### src/rtl/fp_pkg.sv
// rtl/fp_pkg.sv - shared single-precision types and constants for the FP datapath
package fp_pkg;

  typedef struct packed {
    logic       sign;
    logic [7:0] exp;
    logic [22:0] frac;
  } fp32_t;

  localparam int          EXP_BIAS = 127;
  localparam logic [31:0] FP_QNAN  = 32'h7FC0_0000;
  localparam logic [31:0] FP_INF   = 32'h7F80_0000;

  // Quotient bits produced: integer bit, 23 fraction bits, guard, round, one spare
  localparam int QBITS = 27;

  typedef enum logic [2:0] {
    IDLE,
    PREP,
    DIV,
    RND,
    DONE
  } fpdiv_state_e;

endpackage

### src/rtl/fp_round_norm.sv
// rtl/fp_round_norm.sv - normalise a raw quotient, round to nearest even, clamp exponent range
module fp_round_norm
  import fp_pkg::*;
(
  input  logic              sign,
  input  logic signed [9:0] exp_in,
  input  logic [QBITS-1:0]  quot,
  input  logic              rem_nz,
  output logic [31:0]       result,
  output logic              overflow,
  output logic              underflow
);

  logic [23:0]       sig;
  logic              guard_bit;
  logic              round_bit;
  logic              sticky_bit;
  logic              rnd_up;
  logic [24:0]       sig_r;
  logic [22:0]       frac;
  logic signed [9:0] e_norm;
  logic signed [9:0] e_fin;

  // Leading-one alignment, RNE increment, carry renormalise, then range clamp
  always_comb begin
    sig        = '0;
    guard_bit  = 1'b0;
    round_bit  = 1'b0;
    sticky_bit = 1'b0;
    e_norm     = exp_in;
    if (quot[QBITS-1]) begin
      sig        = quot[26:3];
      guard_bit  = quot[2];
      round_bit  = quot[1];
      sticky_bit = quot[0] | rem_nz;
    end else begin
      // a quotient below 1.0 (ma < mb) always has its leading one at bit 25
      sig        = quot[25:2];
      guard_bit  = quot[1];
      round_bit  = quot[0];
      sticky_bit = rem_nz;
      e_norm     = exp_in - 10'sd1;
    end

    rnd_up = guard_bit & (round_bit | sticky_bit | sig[0]);
    sig_r  = {1'b0, sig} + {24'd0, rnd_up};

    if (sig_r[24]) begin
      frac  = sig_r[23:1];
      e_fin = e_norm + 10'sd1;
    end else begin
      frac  = sig_r[22:0];
      e_fin = e_norm;
    end

    overflow  = 1'b0;
    underflow = 1'b0;
    if (e_fin >= 10'sd255) begin
      result   = {sign, FP_INF[30:0]};
      overflow = 1'b1;
    end else if (e_fin <= 10'sd0) begin
      result    = {sign, 31'd0};
      underflow = 1'b1;
    end else begin
      result = {sign, e_fin[7:0], frac};
    end
  end

endmodule

### src/rtl/fp_div_seq.sv
// rtl/fp_div_seq.sv - sequential IEEE-754 single divider with restoring mantissa iteration
module fp_div_seq
  import fp_pkg::*;
#(
  parameter int BITS_PER_CYCLE = 1
) (
  input  logic        clk,
  input  logic        rst,
  input  logic        in_valid,
  output logic        in_ready,
  input  logic [31:0] a,
  input  logic [31:0] b,
  output logic        out_valid,
  input  logic        out_ready,
  output logic [31:0] result,
  output logic [3:0]  flags
);

  localparam int DIV_CYCLES = QBITS / BITS_PER_CYCLE;

  fpdiv_state_e      state_q, state_d;
  fp32_t             a_q, a_d, b_q, b_d;
  logic [24:0]       rem_q, rem_d;
  logic [QBITS-1:0]  quot_q, quot_d;
  logic signed [9:0] exp_q, exp_d;
  logic              sign_q, sign_d;
  logic [4:0]        cnt_q, cnt_d;
  logic [31:0]       result_q, result_d;
  logic [3:0]        flags_q, flags_d;

  logic [23:0]       ma, mb;
  logic              nan_a, nan_b, inf_a, inf_b, zero_a, zero_b;
  logic [24:0]       rem_t;
  logic [QBITS-1:0]  quot_t;
  logic [31:0]       rn_result;
  logic              rn_overflow, rn_underflow;

  fp_round_norm u_round (
    .sign      (sign_q),
    .exp_in    (exp_q),
    .quot      (quot_q),
    .rem_nz    (rem_q != 25'd0),
    .result    (rn_result),
    .overflow  (rn_overflow),
    .underflow (rn_underflow)
  );

  assign ma     = {1'b1, a_q.frac};
  assign mb     = {1'b1, b_q.frac};
  assign nan_a  = (a_q.exp == 8'hFF) && (a_q.frac != 23'd0);
  assign nan_b  = (b_q.exp == 8'hFF) && (b_q.frac != 23'd0);
  assign inf_a  = (a_q.exp == 8'hFF) && (a_q.frac == 23'd0);
  assign inf_b  = (b_q.exp == 8'hFF) && (b_q.frac == 23'd0);
  assign zero_a = (a_q.exp == 8'h00);
  assign zero_b = (b_q.exp == 8'h00);

  assign in_ready  = (state_q == IDLE);
  assign out_valid = (state_q == DONE);
  assign result    = result_q;
  assign flags     = flags_q;

  // Next-state, operand capture, special-case decode and quotient iteration
  always_comb begin
    state_d  = state_q;
    a_d      = a_q;
    b_d      = b_q;
    rem_d    = rem_q;
    quot_d   = quot_q;
    exp_d    = exp_q;
    sign_d   = sign_q;
    cnt_d    = cnt_q;
    result_d = result_q;
    flags_d  = flags_q;
    rem_t    = rem_q;
    quot_t   = quot_q;

    case (state_q)
      IDLE: begin
        if (in_valid) begin
          a_d      = a;
          b_d      = b;
          result_d = 32'd0;
          flags_d  = 4'd0;
          state_d  = PREP;
        end
      end
      PREP: begin
        sign_d = a_q.sign ^ b_q.sign;
        if (nan_a || nan_b || (zero_a && zero_b) || (inf_a && inf_b)) begin
          result_d = FP_QNAN;
          flags_d  = 4'b1000;
          state_d  = DONE;
        end else if (zero_b && !inf_a) begin
          result_d = {a_q.sign ^ b_q.sign, FP_INF[30:0]};
          flags_d  = 4'b0100;
          state_d  = DONE;
        end else if (inf_a) begin
          result_d = {a_q.sign ^ b_q.sign, FP_INF[30:0]};
          state_d  = DONE;
        end else if (zero_a || inf_b) begin
          result_d = {a_q.sign ^ b_q.sign, 31'd0};
          state_d  = DONE;
        end else begin
          rem_d   = {1'b0, ma};
          quot_d  = '0;
          exp_d   = {2'b00, a_q.exp} - {2'b00, b_q.exp} + 10'(EXP_BIAS);
          cnt_d   = 5'd0;
          state_d = DIV;
        end
      end
      DIV: begin
        // remainder stays below 2*mb, so 25 bits hold it after the shift
        for (int k = 0; k < BITS_PER_CYCLE; k++) begin
          if (rem_t >= {1'b0, mb}) begin
            quot_t = {quot_t[QBITS-2:0], 1'b1};
            rem_t  = rem_t - {1'b0, mb};
          end else begin
            quot_t = {quot_t[QBITS-2:0], 1'b0};
          end
          rem_t = {rem_t[23:0], 1'b0};
        end
        rem_d  = rem_t;
        quot_d = quot_t;
        cnt_d  = cnt_q + 5'd1;
        if (cnt_q == 5'(DIV_CYCLES - 1)) begin
          state_d = RND;
        end
      end
      RND: begin
        result_d = rn_result;
        flags_d  = {2'b00, rn_overflow, rn_underflow};
        state_d  = DONE;
      end
      DONE: begin
        if (out_ready) begin
          state_d = IDLE;
        end
      end
      default: state_d = IDLE;
    endcase
  end

  // State and datapath registers; reset drops any operation in flight
  always_ff @(posedge clk) begin
    if (rst) begin
      state_q  <= IDLE;
      a_q      <= '0;
      b_q      <= '0;
      rem_q    <= '0;
      quot_q   <= '0;
      exp_q    <= '0;
      sign_q   <= 1'b0;
      cnt_q    <= '0;
      result_q <= 32'd0;
      flags_q  <= 4'd0;
    end else begin
      state_q  <= state_d;
      a_q      <= a_d;
      b_q      <= b_d;
      rem_q    <= rem_d;
      quot_q   <= quot_d;
      exp_q    <= exp_d;
      sign_q   <= sign_d;
      cnt_q    <= cnt_d;
      result_q <= result_d;
      flags_q  <= flags_d;
    end
  end

endmodule
### config.mk
export PLATFORM = sky130hd
export DESIGN_NAME = fp_div_seq
export DESIGN_NICKNAME = d
export VERILOG_FILES = /design/src/rtl/fp_pkg.sv /design/src/rtl/fp_round_norm.sv /design/src/rtl/fp_div_seq.sv
export SDC_FILE = /design/constraint.sdc
export NUM_CORES = 1
export LEC_CHECK = 0
export CAP_MARGIN = 40
export CORE_MARGIN = 2
export CORE_UTILIZATION = 39
export CTS_CLUSTER_DIAMETER = 200
export DETAILED_ROUTE_END_ITERATION = 8
export PLACE_DENSITY = 0.66
export SKIP_LAST_GASP = 1
export SLEW_MARGIN = 0
export SYNTH_ARGS = -nofsm -noshare
export SYNTH_HDL_FRONTEND = slang
export SYNTH_HIERARCHICAL = 1
export SYNTH_SLANG_ARGS = --single-unit
### constraint.sdc
create_clock -name clk -period 13 [get_ports clk]
set_clock_uncertainty 0.05 [all_clocks]
set_input_delay 1.3 -clock clk [delete_from_list [all_inputs] [get_ports clk]]
set_output_delay 1.3 -clock clk [all_outputs]
set_load 0.02 [all_outputs]
# Word level (Yosys, flattened, before mapping)
# Cells that the tools add are included.
[word_totals]
latch_bits = 0
romBits = 0
inputBits = 68
memories = 0
out_inout_bits = 38
ramBits = 0
reg_bits = 171
elab_cells = 124
[classes]
div_mod_pow = 0
order_cmp = 3
bitwise_logic = 9
mux = 47
n_shift = 0
n_reduce_logical = 28
eq_ne = 16
mul = 0
addsub = 7
[op_table]
columns = ["op", "n"]
rows = [
  ["2-to-1 mux 32 bit", 5],
  ["2-to-1 mux 27 bit", 4],
  ["2-to-1 mux 25 bit", 4],
  ["case mux 32 bit (3 select lines)", 1],
  ["2-to-1 mux 31 bit", 2],
  ["case mux 27 bit (2 select lines)", 1],
  ["case mux 25 bit (2 select lines)", 1],
  ["2-to-1 mux 24 bit", 2],
  ["zero test 23 bit", 2],
  ["nonzero test 23 bit", 2],
  ["adder 24 x 1 -> 25 bit", 1],
  [">= comparator 25 x 24 -> 1 bit", 1],
  ["nonzero test 25 bit", 1],
  ["subtractor 24 bit", 1],
  ["2-to-1 mux 23 bit", 1],
  ["2-to-1 mux 3 bit", 7],
  ["2-to-1 mux 10 bit", 2],
  ["2-to-1 mux 5 bit", 4],
  ["== test 8 bit, second input constant", 2],
  ["zero test 8 bit", 2],
  ["case mux 3 bit (5 select lines)", 1],
  ["2-to-1 mux 4 bit", 3],
  ["!= test 2 bit, second input constant", 6],
  ["case mux 4 bit (3 select lines)", 1],
  ["29 further kinds", 53],
]

# Depth between registers and ports, before layout
[logic_depth]
ltp_word = 12
depth_mapped = 22

# Hierarchy
# Netlist, hierarchy kept.
[modules_own_cells]
columns = ["mod", "instances", "seq_area_each_um2", "area_per_inst_um2", "cells_per_inst"]
rows = [
  ["fp_div_seq", 1, 3423.3, 8720.9, 1096],
  ["fp_round_norm", 1, 0.0, 1915.6, 294],
]

# Worst setup path before layout
# No wires, ideal clock.
[synth_path]
path_type = "reg2reg"
startpoint = "reg quot_q[26]"
endpoint = "reg result_q[22] (netlist: result[22])"
arrival_ns = 5.481
slack_ns = 7.337
setup_time_ns = 0.132
stages_incl_launch_ff = 21
synth_period_minus_slack_ns = 5.663
cell_sequence = "dfxtp_1 > buf_4 > clkbuf_1 > buf_1 > clkbuf_1 > buf_1 > mux2_2 > ha_1 > ha_1 > nand2_1 > or4b_1 > buf_2 > nor4_1 > nand3_1 > xnor2_1 > or4_4 > o41ai_4 > buf_6 > a211oi_1 > a22oi_1 > a21oi_1"
[synth_between]
elab_chain_cells = 10
elab_cells_between_ends = 17
cone_classes = "add/sub (2); order compare (2); mux (10); bitwise (3)"
[synth_rtl]
columns = ["element", "line", "rtl"]
rows = [
  ["start: declaration", "fp_div_seq.sv:24", "logic [QBITS-1:0] quot_q, quot_d;"],
  ["start signal: assignment", "fp_div_seq.sv:161", "quot_q <= quot_d;"],
  ["2-to-1 mux 1 bit", "fp_round_norm.sv:31", "if (quot[QBITS-1]) begin"],
  ["bitwise OR 1 bit (2 in a row)", "fp_round_norm.sv:45", "rnd_up = guard_bit & (round_bit | sticky_bit | sig[0]);"],
  ["bitwise AND 1 bit", "fp_round_norm.sv:45", ""],
  ["adder 24 x 1 -> 25 bit", "fp_round_norm.sv:46", "sig_r = {1'b0, sig} + {24'd0, rnd_up};"],
  ["2-to-1 mux 10 bit", "fp_round_norm.sv:48", "if (sig_r[24]) begin"],
  ["less-or-equal comparator 10 x 1 -> 1 bit", "fp_round_norm.sv:61", "end else if (e_fin <= 10'sd0) begin"],
  ["2-to-1 mux 31 bit", "fp_round_norm.sv:61", ""],
  ["2-to-1 mux 31 bit *", "fp_round_norm.sv:58", "if (e_fin >= 10'sd255) begin"],
  ["named net rn_result[22]", "fp_div_seq.sv:35", "logic [31:0] rn_result;"],
  ["case mux 32 bit (3 select lines) *", "fp_div_seq.sv:77", "case (state_q)"],
  ["end signal: assignment", "fp_div_seq.sv:165", "result_q <= result_d;"],
  ["end: declaration", "fp_div_seq.sv:28", "logic [31:0] result_q, result_d;"],
]
# Mark *: on every way through the listed nets, which the timed path passes. The rest lies on a longest branch.
# A chain may end at the register's enable or synchronous reset.

# Final worst setup path
[layout_path]
startpoint = "reg rem_q[1]"
endpoint = "reg result_q[22] (netlist: result[22])"
[layout_between]
elab_chain_cells = 12
elab_cells_between_ends = 14
cone_classes = "add/sub (1); order compare (2); mux (6); bitwise (4); reduce/logical (1)"
[layout_rtl]
columns = ["element", "line", "rtl"]
rows = [
  ["start: declaration", "fp_div_seq.sv:23", "logic [24:0] rem_q, rem_d;"],
  ["start signal: assignment", "fp_div_seq.sv:160", "rem_q <= rem_d;"],
  ["nonzero test 25 bit *", "fp_div_seq.sv:42", ".rem_nz (rem_q != 25'd0),"],
  ["bitwise OR 1 bit", "fp_round_norm.sv:35", "sticky_bit = quot[0] | rem_nz;"],
  ["2-to-1 mux 1 bit *", "fp_round_norm.sv:31", ""],
  ["bitwise OR 1 bit * (2 in a row)", "fp_round_norm.sv:45", ""],
  ["bitwise AND 1 bit *", "fp_round_norm.sv:45", ""],
  ["adder 24 x 1 -> 25 bit *", "fp_round_norm.sv:46", ""],
  ["2-to-1 mux 10 bit", "fp_round_norm.sv:48", ""],
  ["less-or-equal comparator 10 x 1 -> 1 bit", "fp_round_norm.sv:61", ""],
  ["2-to-1 mux 31 bit", "fp_round_norm.sv:61", ""],
  ["2-to-1 mux 31 bit *", "fp_round_norm.sv:58", ""],
  ["named net rn_result[22]", "fp_div_seq.sv:35", ""],
  ["case mux 32 bit (3 select lines) *", "fp_div_seq.sv:77", ""],
]
# Marks and branches as above.

==> impl_metrics.tcl <==
set metrics [dict create \
    max_cap_violations 0 \
    drc 0 \
    yosys.area_share.xor_xnor_pct 6.26 \
    synth_top_family_by_area "simple AND/OR/NAND/NOR gates" \
    crit_arrival_ps 5400 \
    finalCritPeriodShare_pct 39.7 \
    die_h_um 169 \
    start_kind "flip-flop" \
    internal-power_mw 1.22 \
    routed_wirelength_mm 29.4 \
    dr.pass1.iters 7 \
    drv_slew 0 \
    period_minus_slack_ps 5160 \
    clock_sinks 171 \
    path_class "flip-flop to flip-flop" \
    power_frac_comb_pct 47.7 \
    drtAntennaViolNets 0 \
    cts-resized-gates 0 \
    mostFrequentLayoutCells "nand2_1 (244), dfxtp_1 (170), a21oi_1 (153)" \
    antenna_found_initial 0 \
    row_count 60 \
    holdPathEnd "flags[3]" \
    dieArea_um2 28600 \
    min_delay_path_depth 2 \
    reg2reg_from "rem_q[1]" \
    syn_to_final_growth_pct 16.9 \
    synth-simple-area-share_pct 25.4 \
    ir_worst_vdd_mv 0.139 \
    syn_area_per_cell_um2 7.65 \
    rsz0062_at_grt "no" \
    syn_inst 1390 \
    dpl.hpwl_mm 21.0 \
    clkTransAtPathRegs_ps 70 \
    core_um2 26900 \
    worstSetupEndpointType "flip-flop" \
    antenna_cells 0 \
    clock.fmax_mhz 194 \
    cts_buffers 17 \
    synth.net_count 1498 \
    synthDistinctLibCells 98 \
    hold_viol_final 0 \
    seq_power_share_pct 29.3 \
    ys.flop_type "dfxtp_1" \
    synth_edf_count 0 \
    finalSetupViolCount 0 \
    worst_pin_slew_ps 882 \
    p_leak_nw 4.42 \
    cp_max_fo 26 \
    avgRoutedWirePerCell_um 16.4 \
    cts.path.max_buffers 2 \
    syn-cell-area_um2 10600 \
    maxSlewHeadroom_pct 41.2 \
    synth.top_cell.area_share_pct 32.2 \
    initial_core_util_pct 39.6 \
    nNetsFinal 1548 \
    clkPwrFrac_pct 23.0 \
    async_flop_share_pct 0 \
    ff2ff_path_depth 20 \
    ys_seq_area_share_pct 32.2 \
    min_from "flags[3]" \
    fin_util_pct 46.3 \
    cts_tree "yes" \
    tns_ps 0 \
    grt_first_pass_wirelength_mm 48.0 \
    status "finished, final reports clean" \
    rrSetupSlack_ps 7840 \
    port_buffers 105 \
    grt_max_degree 65 \
    routabilityCongestion 0.937 \
    drive_gt1_share_pct 6.61 \
    yosysTopAreaCell "dfxtp_1" \
    vias 10200 \
    io-pin-count 106 \
    die_w_um 169 \
    synthAdderAreaFrac_pct 4.87 \
    overflow 0 \
    grt_pass1_vias 9363 \
    final_common_cell "nand2_1" \
    grt_usage_pct 20.4 \
    swShare_pct 43.8 \
    switchingPower_mw 0.952 \
    hold_path_class "flip-flop to flip-flop" \
    hold_buffers 0 \
    detail_route.iter0.violations 775 \
    vias_per_cell 5.67 \
    postCtsSetupBuffers 0 \
    cts-root-buf "clkbuf_16" \
    synth.area.top_cells "dfxtp_1 (32%), nand2_1 (8.7%), a21oi_1 (7.2%)" \
    clock_latency_ps 440 \
    rr_endpoint "result[22]" \
    cp_data_required_time_ps 13240 \
    p_per_area_nw_per_um2 175 \
    h-tree-depth 4 \
    synthMuxAreaShare_pct 3.94 \
    synth_compound_area_share_pct 21.7 \
    yosys_warnings 6 \
    synth-seq-cells 171 \
]
critical path, cell delays in order, from the launching register on:
cell and delay [ps]:
dfxtp_1 420, nor4_1 100, nand2_1 80, nor4_1 70, nand4_1 170, nor2_1 70, nor2_1 100, o22a_1 150
ha_1 180, ha_1 190, nand2_1 90, or4b_1 700, nor4_1 810, nand3_1 180, xnor2_1 220, or4_4 560
o41ai_4 200, buf_4 320, a211oi_1 90, a22oi_1 170, a21oi_1 80
synthesized netlist by cell type, types with 4 or more instances:
master,number
o22ai_1,18
a22oi_1,31
nand2_1,246
o31ai_1,4
and2_1,8
a31oi_1,4
a21oi_2,4
or4_1,4
and3_1,26
dfxtp_1,171
o21bai_1,4
buf_4,5
buf_2,12
nor3_1,26
clkbuf_1,55
o21a_1,9
or3_1,5
nand2b_1,7
a211oi_1,25
o22a_1,5
o21ai_0,27
a21boi_0,5
nor4_1,33
nand3_1,62
o21ai_1,6
xnor2_1,41
a21o_1,8
buf_6,5
nand4_1,22
buf_1,11
nor2_1,102
mux2i_1,34
inv_1,49
a21oi_1,153
ha_1,39
xor2_1,35
mux2_2,7
state kept, by name (all words and copies together), names as in the netlist:
signal,count
b_q,32
cnt_q,5
rem_q,25
state_q,3
sign_q,1
exp_q,10
result,32
flags,4
quot_q,27
a_q,32
power by group through the flow:
stage | clock network, mW | logic (mW) | registers, mW
global route | 0.529 | 1.14 | 0.646
floorplan | 0 | 0.794 | 0.639
detailed placement | 0 | 1.02 | 0.649
finish | 0.501 | 1.04 | 0.637
CTS | 0.508 | 1.03 | 0.637
global placement | 0 | 1.00 | 0.647
worst max-delay path by stage:
stage                          start         end  cells past startpoint
after floorplan           quot_q[26]  result[22]                     20
after global placement      rem_q[1]  result[22]                     20
after detailed placement    rem_q[1]  result[22]                     20
after CTS                   rem_q[1]  result[22]                     20
after global routing        rem_q[1]   result[3]                     20
final                       rem_q[1]  result[22]                     20
metrics by stage:
step           hold slack, ps  std cells  power (mW)  setup slack [ps]  area (um^2)
2_1_floorplan             381       1390        1.43              7340        10600
3_3_place_gp              396       1756        1.65              7960        11800
3_5_place_dp              411       1762        1.67              7910        11900
4_1_cts                   422       1794        2.17              7860        12400
5_1_grt                   438       1794        2.31              7480        12400
6_report                  417       1794        2.17              7840        12400
per-layer routing:
layer  GRT usage [%]  vias to the layer above  routed length [um]
li1                -                     5066                   -
met1            27.6                     4782               13900
met2            34.1                      273               13600
met3            2.75                       44                1280
met4            5.65                        0                 588
met5               0                        -                   0
cell type report:
class	count	area, um^2
fill	2687	14400
clock buffer	19	443
sequential	171	3420
clock inverter	13	128
multi-input combinational	1079	6630
inverter	51	191
timing repair buffer	120	1190
tap	341	427
kinds of logic (layout without fill, tap and decap cells):
kind of cell | count (synthesis) | in the layout
buf+inv | 140 | 203
compound gates | 350 | 350
mux | 41 | 41
flops | 171 | 171
xor+xnor | 76 | 76
simple gates | 571 | 571
fa+ha+maj | 41 | 41
Power figures use the tool's default switching activity.
